`config.mk`:
```
export PLATFORM = sky130hd
export DESIGN_NAME = i2c_target_rx
export DESIGN_NICKNAME = d
export VERILOG_FILES = /design/src/rtl/i2c_pkg.sv /design/src/rtl/i2c_line_sync.sv /design/src/rtl/i2c_target_rx.sv
export SDC_FILE = /design/constraint.sdc
export NUM_CORES = 1
export LEC_CHECK = 0
export ABC_CLOCK_PERIOD_IN_PS = 2800
export BUFFER_PORTS_ARGS = -buffer_cell sky130_fd_sc_hd__buf_2
export CAP_MARGIN = 20
export CORE_ASPECT_RATIO = 0.7
export CORE_MARGIN = 2
export CORE_UTILIZATION = 45
export CTS_CLUSTER_DIAMETER = 80
export CTS_CLUSTER_SIZE = 14
export DETAILED_ROUTE_END_ITERATION = 8
export PLACE_DENSITY = 0.7
export SLEW_MARGIN = 40
export SYNTH_ARGS = -nofsm -noshare
export SYNTH_HDL_FRONTEND = slang
export SYNTH_SLANG_ARGS = --single-unit
```
`constraint.sdc`:
```
create_clock -name clk -period 2.8 [get_ports clk]
set_clock_uncertainty 0.1 [all_clocks]
set_input_delay 0.14 -clock clk [delete_from_list [all_inputs] [get_ports clk]]
set_output_delay 0.14 -clock clk [all_outputs]
set_load 0.02 [all_outputs]
```
`src/rtl/i2c_pkg.sv`:
```
// Shared types and constants for the I2C target receiver.
// State encoding plus address/direction field definitions.
package i2c_pkg;

    localparam int I2C_ADDR_W = 7;
    localparam logic I2C_RW_WRITE = 1'b0;

    typedef enum logic [2:0] {
        ST_IDLE     = 3'd0,
        ST_ADDR     = 3'd1,
        ST_ADDR_ACK = 3'd2,
        ST_DATA     = 3'd3,
        ST_DATA_ACK = 3'd4,
        ST_IGNORE   = 3'd5
    } i2c_tgt_state_t;

endpackage

```
`src/rtl/i2c_line_sync.sv`:
```
// Synchronizer and edge detector for one open-drain I2C line.
// Flops preset to 1 so reset looks like an idle (released) bus.
module i2c_line_sync #(
    parameter int STAGES = 2
) (
    input  logic clk,
    input  logic rst_n,
    input  logic din,
    output logic level,
    output logic rise,
    output logic fall
);

    logic [STAGES-1:0] sync_q;
    logic              hist_q;

    // synchronizer chain plus one history flop for edge detection
    always_ff @(posedge clk or negedge rst_n) begin
        if (!rst_n) begin
            sync_q <= '1;
            hist_q <= 1'b1;
        end else begin
            sync_q <= {sync_q[STAGES-2:0], din};
            hist_q <= sync_q[STAGES-1];
        end
    end

    assign level = sync_q[STAGES-1];
    assign rise  = level & ~hist_q;
    assign fall  = ~level & hist_q;

endmodule

```
`src/rtl/i2c_target_rx.sv`:
```
// I2C write-only target: address match, byte receive, ACK drive.
// Reads are NACKed; SCL is never stretched.
module i2c_target_rx
    import i2c_pkg::*;
#(
    parameter logic [I2C_ADDR_W-1:0] TARGET_ADDR = 7'h50,
    parameter int                    SYNC_STAGES = 2
) (
    input  logic       clk,
    input  logic       rst_n,
    input  logic       scl_i,
    input  logic       sda_i,
    output logic       sda_oe,
    output logic       addr_hit,
    output logic [7:0] rx_data,
    output logic       rx_valid,
    output logic [7:0] byte_cnt,
    output logic       busy,
    output logic       stop_pulse
);

    logic scl_lvl;
    logic scl_rise;
    logic scl_fall;
    logic sda_lvl;
    logic sda_rise;
    logic sda_fall;

    i2c_line_sync #(
        .STAGES (SYNC_STAGES)
    ) u_scl_sync (
        .clk   (clk),
        .rst_n (rst_n),
        .din   (scl_i),
        .level (scl_lvl),
        .rise  (scl_rise),
        .fall  (scl_fall)
    );

    i2c_line_sync #(
        .STAGES (SYNC_STAGES)
    ) u_sda_sync (
        .clk   (clk),
        .rst_n (rst_n),
        .din   (sda_i),
        .level (sda_lvl),
        .rise  (sda_rise),
        .fall  (sda_fall)
    );

    i2c_tgt_state_t state;
    logic [7:0]     shreg;
    logic [3:0]     bitcnt;

    logic       start_det;
    logic       stop_det;
    logic [7:0] shnext;
    logic       last_bit;
    logic       addr_ok;

    assign start_det = sda_fall & scl_lvl;
    assign stop_det  = sda_rise & scl_lvl;
    assign shnext    = {shreg[6:0], sda_lvl};
    assign last_bit  = (bitcnt == 4'd7);
    assign addr_ok   = (shnext[7:1] == TARGET_ADDR) &&
                       (shnext[0] == I2C_RW_WRITE);

    // bus FSM: START/STOP override everything, else per-state SCL handling
    always_ff @(posedge clk or negedge rst_n) begin
        if (!rst_n) begin
            state      <= ST_IDLE;
            shreg      <= 8'h00;
            bitcnt     <= 4'd0;
            sda_oe     <= 1'b0;
            addr_hit   <= 1'b0;
            rx_data    <= 8'h00;
            rx_valid   <= 1'b0;
            byte_cnt   <= 8'h00;
            busy       <= 1'b0;
            stop_pulse <= 1'b0;
        end else begin
            addr_hit   <= 1'b0;
            rx_valid   <= 1'b0;
            stop_pulse <= 1'b0;
            if (stop_det) begin
                state      <= ST_IDLE;
                busy       <= 1'b0;
                sda_oe     <= 1'b0;
                stop_pulse <= 1'b1;
                bitcnt     <= 4'd0;
            end else if (start_det) begin
                state    <= ST_ADDR;
                busy     <= 1'b1;
                byte_cnt <= 8'h00;
                bitcnt   <= 4'd0;
                shreg    <= 8'h00;
                sda_oe   <= 1'b0;
            end else begin
                unique case (state)
                    ST_IDLE: begin
                    end
                    ST_ADDR: begin
                        if (scl_rise) begin
                            shreg <= shnext;
                            if (last_bit) begin
                                bitcnt <= 4'd0;
                                state  <= addr_ok ? ST_ADDR_ACK : ST_IGNORE;
                            end else begin
                                bitcnt <= bitcnt + 4'd1;
                            end
                        end
                    end
                    ST_ADDR_ACK: begin
                        if (scl_fall) begin
                            if (!sda_oe) begin
                                sda_oe   <= 1'b1;
                                addr_hit <= 1'b1;
                            end else begin
                                sda_oe <= 1'b0;
                                state  <= ST_DATA;
                            end
                        end
                    end
                    ST_DATA: begin
                        if (scl_rise) begin
                            shreg <= shnext;
                            if (last_bit) begin
                                bitcnt   <= 4'd0;
                                rx_data  <= shnext;
                                rx_valid <= 1'b1;
                                if (byte_cnt != 8'hFF) begin
                                    byte_cnt <= byte_cnt + 8'd1;
                                end
                                state <= ST_DATA_ACK;
                            end else begin
                                bitcnt <= bitcnt + 4'd1;
                            end
                        end
                    end
                    ST_DATA_ACK: begin
                        if (scl_fall) begin
                            if (!sda_oe) begin
                                sda_oe <= 1'b1;
                            end else begin
                                sda_oe <= 1'b0;
                                state  <= ST_DATA;
                            end
                        end
                    end
                    ST_IGNORE: begin
                        sda_oe <= 1'b0;
                    end
                    default: begin
                        state  <= ST_IDLE;
                        sda_oe <= 1'b0;
                    end
                endcase
            end
        end
    end

endmodule

```
## After elaboration in Yosys (flattened, before gate mapping)

Cells that the tools add are included.

- Add/subtract/negate cells: 2
- Multipliers: 0
- Divide/modulo/power cells: 0
- Order comparisons: 0
- Equal/unequal tests: 16
- Shift-type cells: 0
- Mux-type cells: 40
- Bitwise logic cells: 12
- Reduce and logical (&&, ||, !) cells: 20

Operators with widths:

| cell | number |
|---|---|
| 8-bit two-way mux | 5 |
| 3-bit two-way mux | 9 |
| 7-bit two-way mux | 3 |
| 4-bit two-way mux | 5 |
| 1-bit two-way mux | 16 |
| 4-bit != test (second input constant) | 4 |
| 3-bit case mux with 4 select lines | 1 |
| 2-bit nonzero test | 6 |
| 5-bit AND reduction | 2 |
| 8-bit by 1-bit adder with 8-bit output (second input constant) | 1 |
| 4-bit by 1-bit != test with 1-bit output (second input constant) | 2 |
| 8-bit != test (second input constant) | 1 |
| 7-bit == test (second input constant) | 1 |
| 7-bit AND reduction | 1 |
| 1-bit bitwise AND | 6 |
| 3-bit by 2-bit == test with 1-bit output (second input constant) | 2 |
| 3-bit == test (second input constant) | 2 |
| 3-bit by 1-bit != test with 1-bit output (second input constant) | 2 |
| 1-bit NOT | 6 |
| 3-bit nonzero test | 2 |
| 2-bit OR reduction | 3 |
| 4-bit by 1-bit adder with 4-bit output (second input constant) | 1 |
| 4-bit by 3-bit == test with 1-bit output (second input constant) | 1 |
| 2-bit AND reduction | 2 |
| other kinds (6) | 6 |

- Bits in registers: 41
- Bits in latches: 0
- RAM bits: 0
- ROM bits: 0
- Input bits: 4
- Word-level logic and storage cells: 104
- Memories: 0

## Depth between registers and ports, before layout

- Depth after elaboration: 8
- Mapped depth: 7
- Mapped depth without buffers: 5

## Hierarchy

A second synthesis with hierarchy kept.

- Cells, all modules: 192
- Area, all modules: 1,951.9 µm²

Modules (own cells, without submodules):

| module | times used | cells an instance | area each (µm²) | sequential area each (µm²) |
|---|---|---|---|---|
| i2c_target_rx | 1 | 182 | 1,764.2 | 875.8 |
| i2c_line_sync | 2 | 5 | 93.8 | 78.8 |

## Least setup slack after synthesis

Ideal clock, no wire load.

- Path kind: register -> register
- From: reg state[0]
- To: reg byte_cnt[2]
- Library setup time: 0.078 ns
- Arrival time: 2.143 ns
- Path slack: 0.479 ns
- Cell stages (with the launch flop): 8
- Path buffers: 3
- Clock period less this slack: 2.321 ns
- Cell sequence: dfrtp_1 > buf_4 > or3b_1 > buf_6 > or4_4 > buf_6 > or4_1 > a21oi_1

- Cells in the longest elaborated chain, start to end: 3

RTL lines:

| what | RTL line | source |
|---|---|---|
| start, declared | i2c_target_rx.sv:51 | `i2c_tgt_state_t state;` |
| start signal, assigned | i2c_target_rx.sv:107 | `state <= addr_ok ? ST_ADDR_ACK : ST_IGNORE;` |
| 3-bit by 2-bit == test with 1-bit output | i2c_target_rx.sv:99 | `unique case (state)` |
| 2-bit nonzero test (no source line) | - |  |
| 5-bit AND reduction (no source line) | - |  |
| end signal, assigned | i2c_target_rx.sv:132 | `byte_cnt <= byte_cnt + 8'd1;` |
| end, declared | i2c_target_rx.sv:17 | `output logic [7:0] byte_cnt,` |

Every way passes these cells.
A chain may end at the register's enable or synchronous reset.

## Worst setup path in the final report

- From: reg state[2]
- To: reg byte_cnt[5]

Same word-level chain as after synthesis.

==> summary.md <==
| Metric | Value |
|---|---|
| First-pass GRT wire length | 6860 µm |
| Final Hold Vio Count | 0 |
| Clk Latency, worst-skew pair | 0.29 ns |
| Die X | ~84 µm |
| GR peak layer | met1 |
| Crit share post-route | 0.895 |
| GRT Total Usage | 0.173 |
| DRC violations left | 0 |
| Antenna Violating Nets Remaining | 0 |
| Ys async rst share | 1.00 |
| Post-Syn Area | 0.00202 mm² |
| Die area | a little over 0.005 mm² |
| Cell taking the most area after synthesis | dfrtp_1 |
| Max-slew headroom | 0.586 |
| Final cell count without fillers | roughly 280 |
| HP Class | reg -> reg |
| Maximum fanout along the worst path | 13 |
| Unique masters post-synth | 46 |
| Utilization after layout | 0.529 |
| Post-synth EDFFs | 0 |
| TritonCTS clock tree | done |
| Ports | 25 |
| Core ar. | 0.00433 mm² |
| Syn. warnings | 0 |
| Largest net degree at the start of global routing | 42 |
| Layout area overhead | 13.2% |
| Via count | 1,607 |
| Initial Util | 0.467 |
| Max incr delay on CP | 0.61 ns |
| Final TNS setup | 0 ns |
| Critical-path top delay cell | or4_4 |
| CTS Buf Count | 5 |
| Most frequent cells after synthesis | dfrtp_1 (35), a21oi_1 (19), nor2_1 (14) |
| Minimum clock period | approximately 2.5 ns |
| Synthesized Nets | 205 |
| GP Congestion | 0.833 |
| DR vias/cell | 5.70 |
| Post-synth top area share | 0.433 |
| Mapped Cells | around 200 |
| Top_reg_cell synth | dfrtp_1 |
| Worst Tran Pin Value | 0.613 ns |
| Initial antenna violation count | 0 |
| Die height | 60.1 µm |
| Leakage | roughly 1.1 nW |
| Count leader, synth | dfrtp_1 |
| Clock slew at reported path FFs | around 0.070 ns |
| Final setup violation count | 0 |
| Share of cells above drive strength 1 | 0.207 |
| Syn_area_per_cell | 10.2 µm² |
| GR Util met2 | 0.251 |
| Req. time, crit path | 2.91 ns |
| Root Driver | clkbuf_8 |
| Std cell rows | 20 |
| Fmax | 399 MHz |
| Pwr Density | slightly below 700 mW/mm² |
| Crit Path Category | reg -> reg |
| Initial DRT Pass Iterations | 4 |
| Peak supply drop | 0.000417 V |
| Number of global-route vias before repair | 1,454 |
| Antenna cells | 0 |
| Drt total wl | 4030 µm |
| Sequence of cells on the critical path | or3b_1, or4_4, or4_1, a21oi_1 |
| Hold_ws | 0.257 ns |
| Crit end category | flop |
| CTS sink count | 41 |
| Post-placement cell count | 271 |
| RSZ-0062 raised after global routing | false |
| #FFs+latches synth | 41 |
| Met3 usage in global routing | 0.0414 |
| Dpl hpwl | 2760 µm |
| Arrival time at the worst endpoint | 2.62 ns |
| Max clock buf depth | 2 |
| Crit start category | flop |
| 1st-iter DRT viols | around 110 |
| Synth area leaders | dfrtp_1 (43%), dfstp_2 (7.8%), a21oi_1 (4.7%) |
| Port buffer count | 24 |
| Maxcap violations | 0 |
| Nets | 232 |
| Fin. max-slew vios | 0 |
| Grt ovf | 0 |
| Resized Gates After CTS | 0 |
| GR Layer Usage met1 | 0.257 |
| Routed length per instance | 14.3 µm |
| Seq/Total Area, Yosys | 0.511 |
| Outcome | finished clean |
| H-Tree Level Count | 2 |
-- power breakdown --
group | switching, mW | internal, mW | leakage, nW
sequential | 0.141 | 0.686 | 0.536
combinational | 0.192 | 0.161 | 0.480
clock | 0.188 | 0.177 | 0.0395
-- per-layer routing --
metal  routed length (µm)  up-vias
li1                     -      791
met1                 2060      762
met2                 1640       47
met3                  287        7
met4                   40        0
met5                    0        -
-- final timing paths --
path / start / endpoint / slack, ns / cells past startpoint
min in group asynchronous: rst_n / rx_data[0] / 0.27 / 2
max: state[2] / byte_cnt[5] / 0.29 / 4
max in group asynchronous: rst_n / u_scl_sync.hist_q / 1.96 / 2
min: u_sda_sync.sync_q[0] / u_sda_sync.sync_q[1] / 0.26 / 0
max reg2reg: state[2] / byte_cnt[5] / 0.29 / 4
min reg2reg: u_sda_sync.sync_q[0] / u_sda_sync.sync_q[1] / 0.26 / 0
-- cell type report --
type                            instances  area, µm²
Multi-Input combinational cell        139        898
Inverter                                9       33.8
Fill cell                             394       2040
Clock buffer                            8       80.1
Timing Repair Buffer                   30        175
Sequential cell                        41       1030
Tap cell                               55       68.8
-- registers in the layout, summed over array words and instances, names as in the netlist --
register / flops
u_scl_sync.sync_q: 2
addr_hit: 1
state: 3
u_sda_sync.sync_q: 2
u_sda_sync.hist_q: 1
stop_pulse: 1
rx_data: 8
rx_valid: 1
sda_oe: 1
busy: 1
u_scl_sync.hist_q: 1
shreg: 7
bitcnt: 4
byte_cnt: 8
-- through the flow --
stage          setup WS, ns  cell area [µm²]  power [mW]
2_1_floorplan         0.479             2020        1.09
3_3_place_gp          0.367             2180        1.18
3_5_place_dp          0.330             2180        1.18
4_1_cts               0.311             2290        1.55
5_1_grt               0.170             2290        1.65
6_report              0.294             2290        1.55
-- cells by family after synthesis --
| group | count (synthesis) | synth area share |
|---|---|---|
| flops | 41 | 0.511 |
| buf+inv | 19 | 0.0446 |
| xor+xnor | 3 | 0.0130 |
| fa+ha+maj | 2 | 0.0124 |
| simple gates | 69 | 0.194 |
| mux | 9 | 0.0495 |
| compound gates | 56 | 0.175 |
-- repair_timing --
action                                 CTS  global route
buffers inserted                         0             0
endpoints found under the hold margin   37             0
hold buffers                             3             0
-- critical path, delay by kind of cell (launching register included) --
family             cells  cell delay [ns]
and+or+nand+nor        3             1.68
DFF                    1             0.50
AOI/OAI and AO/OA      1             0.16
-- placed cells by master, fill, tap and decap left out, drive strengths merged, types with 3 or more instances in the layout --
cell	instances
clkbuf	8
dfstp	6
nand3	8
nand2	13
buf	27
a21oi	19
nor2	14
inv	9
o22ai	8
o21ai	7
dfrtp	35
or4	6
nor3	3
and3	3
nand3b	4
dlygate4sd3	3
o21a	6
o31ai	5
mux2	8
(Power assumes the default switching activity.)
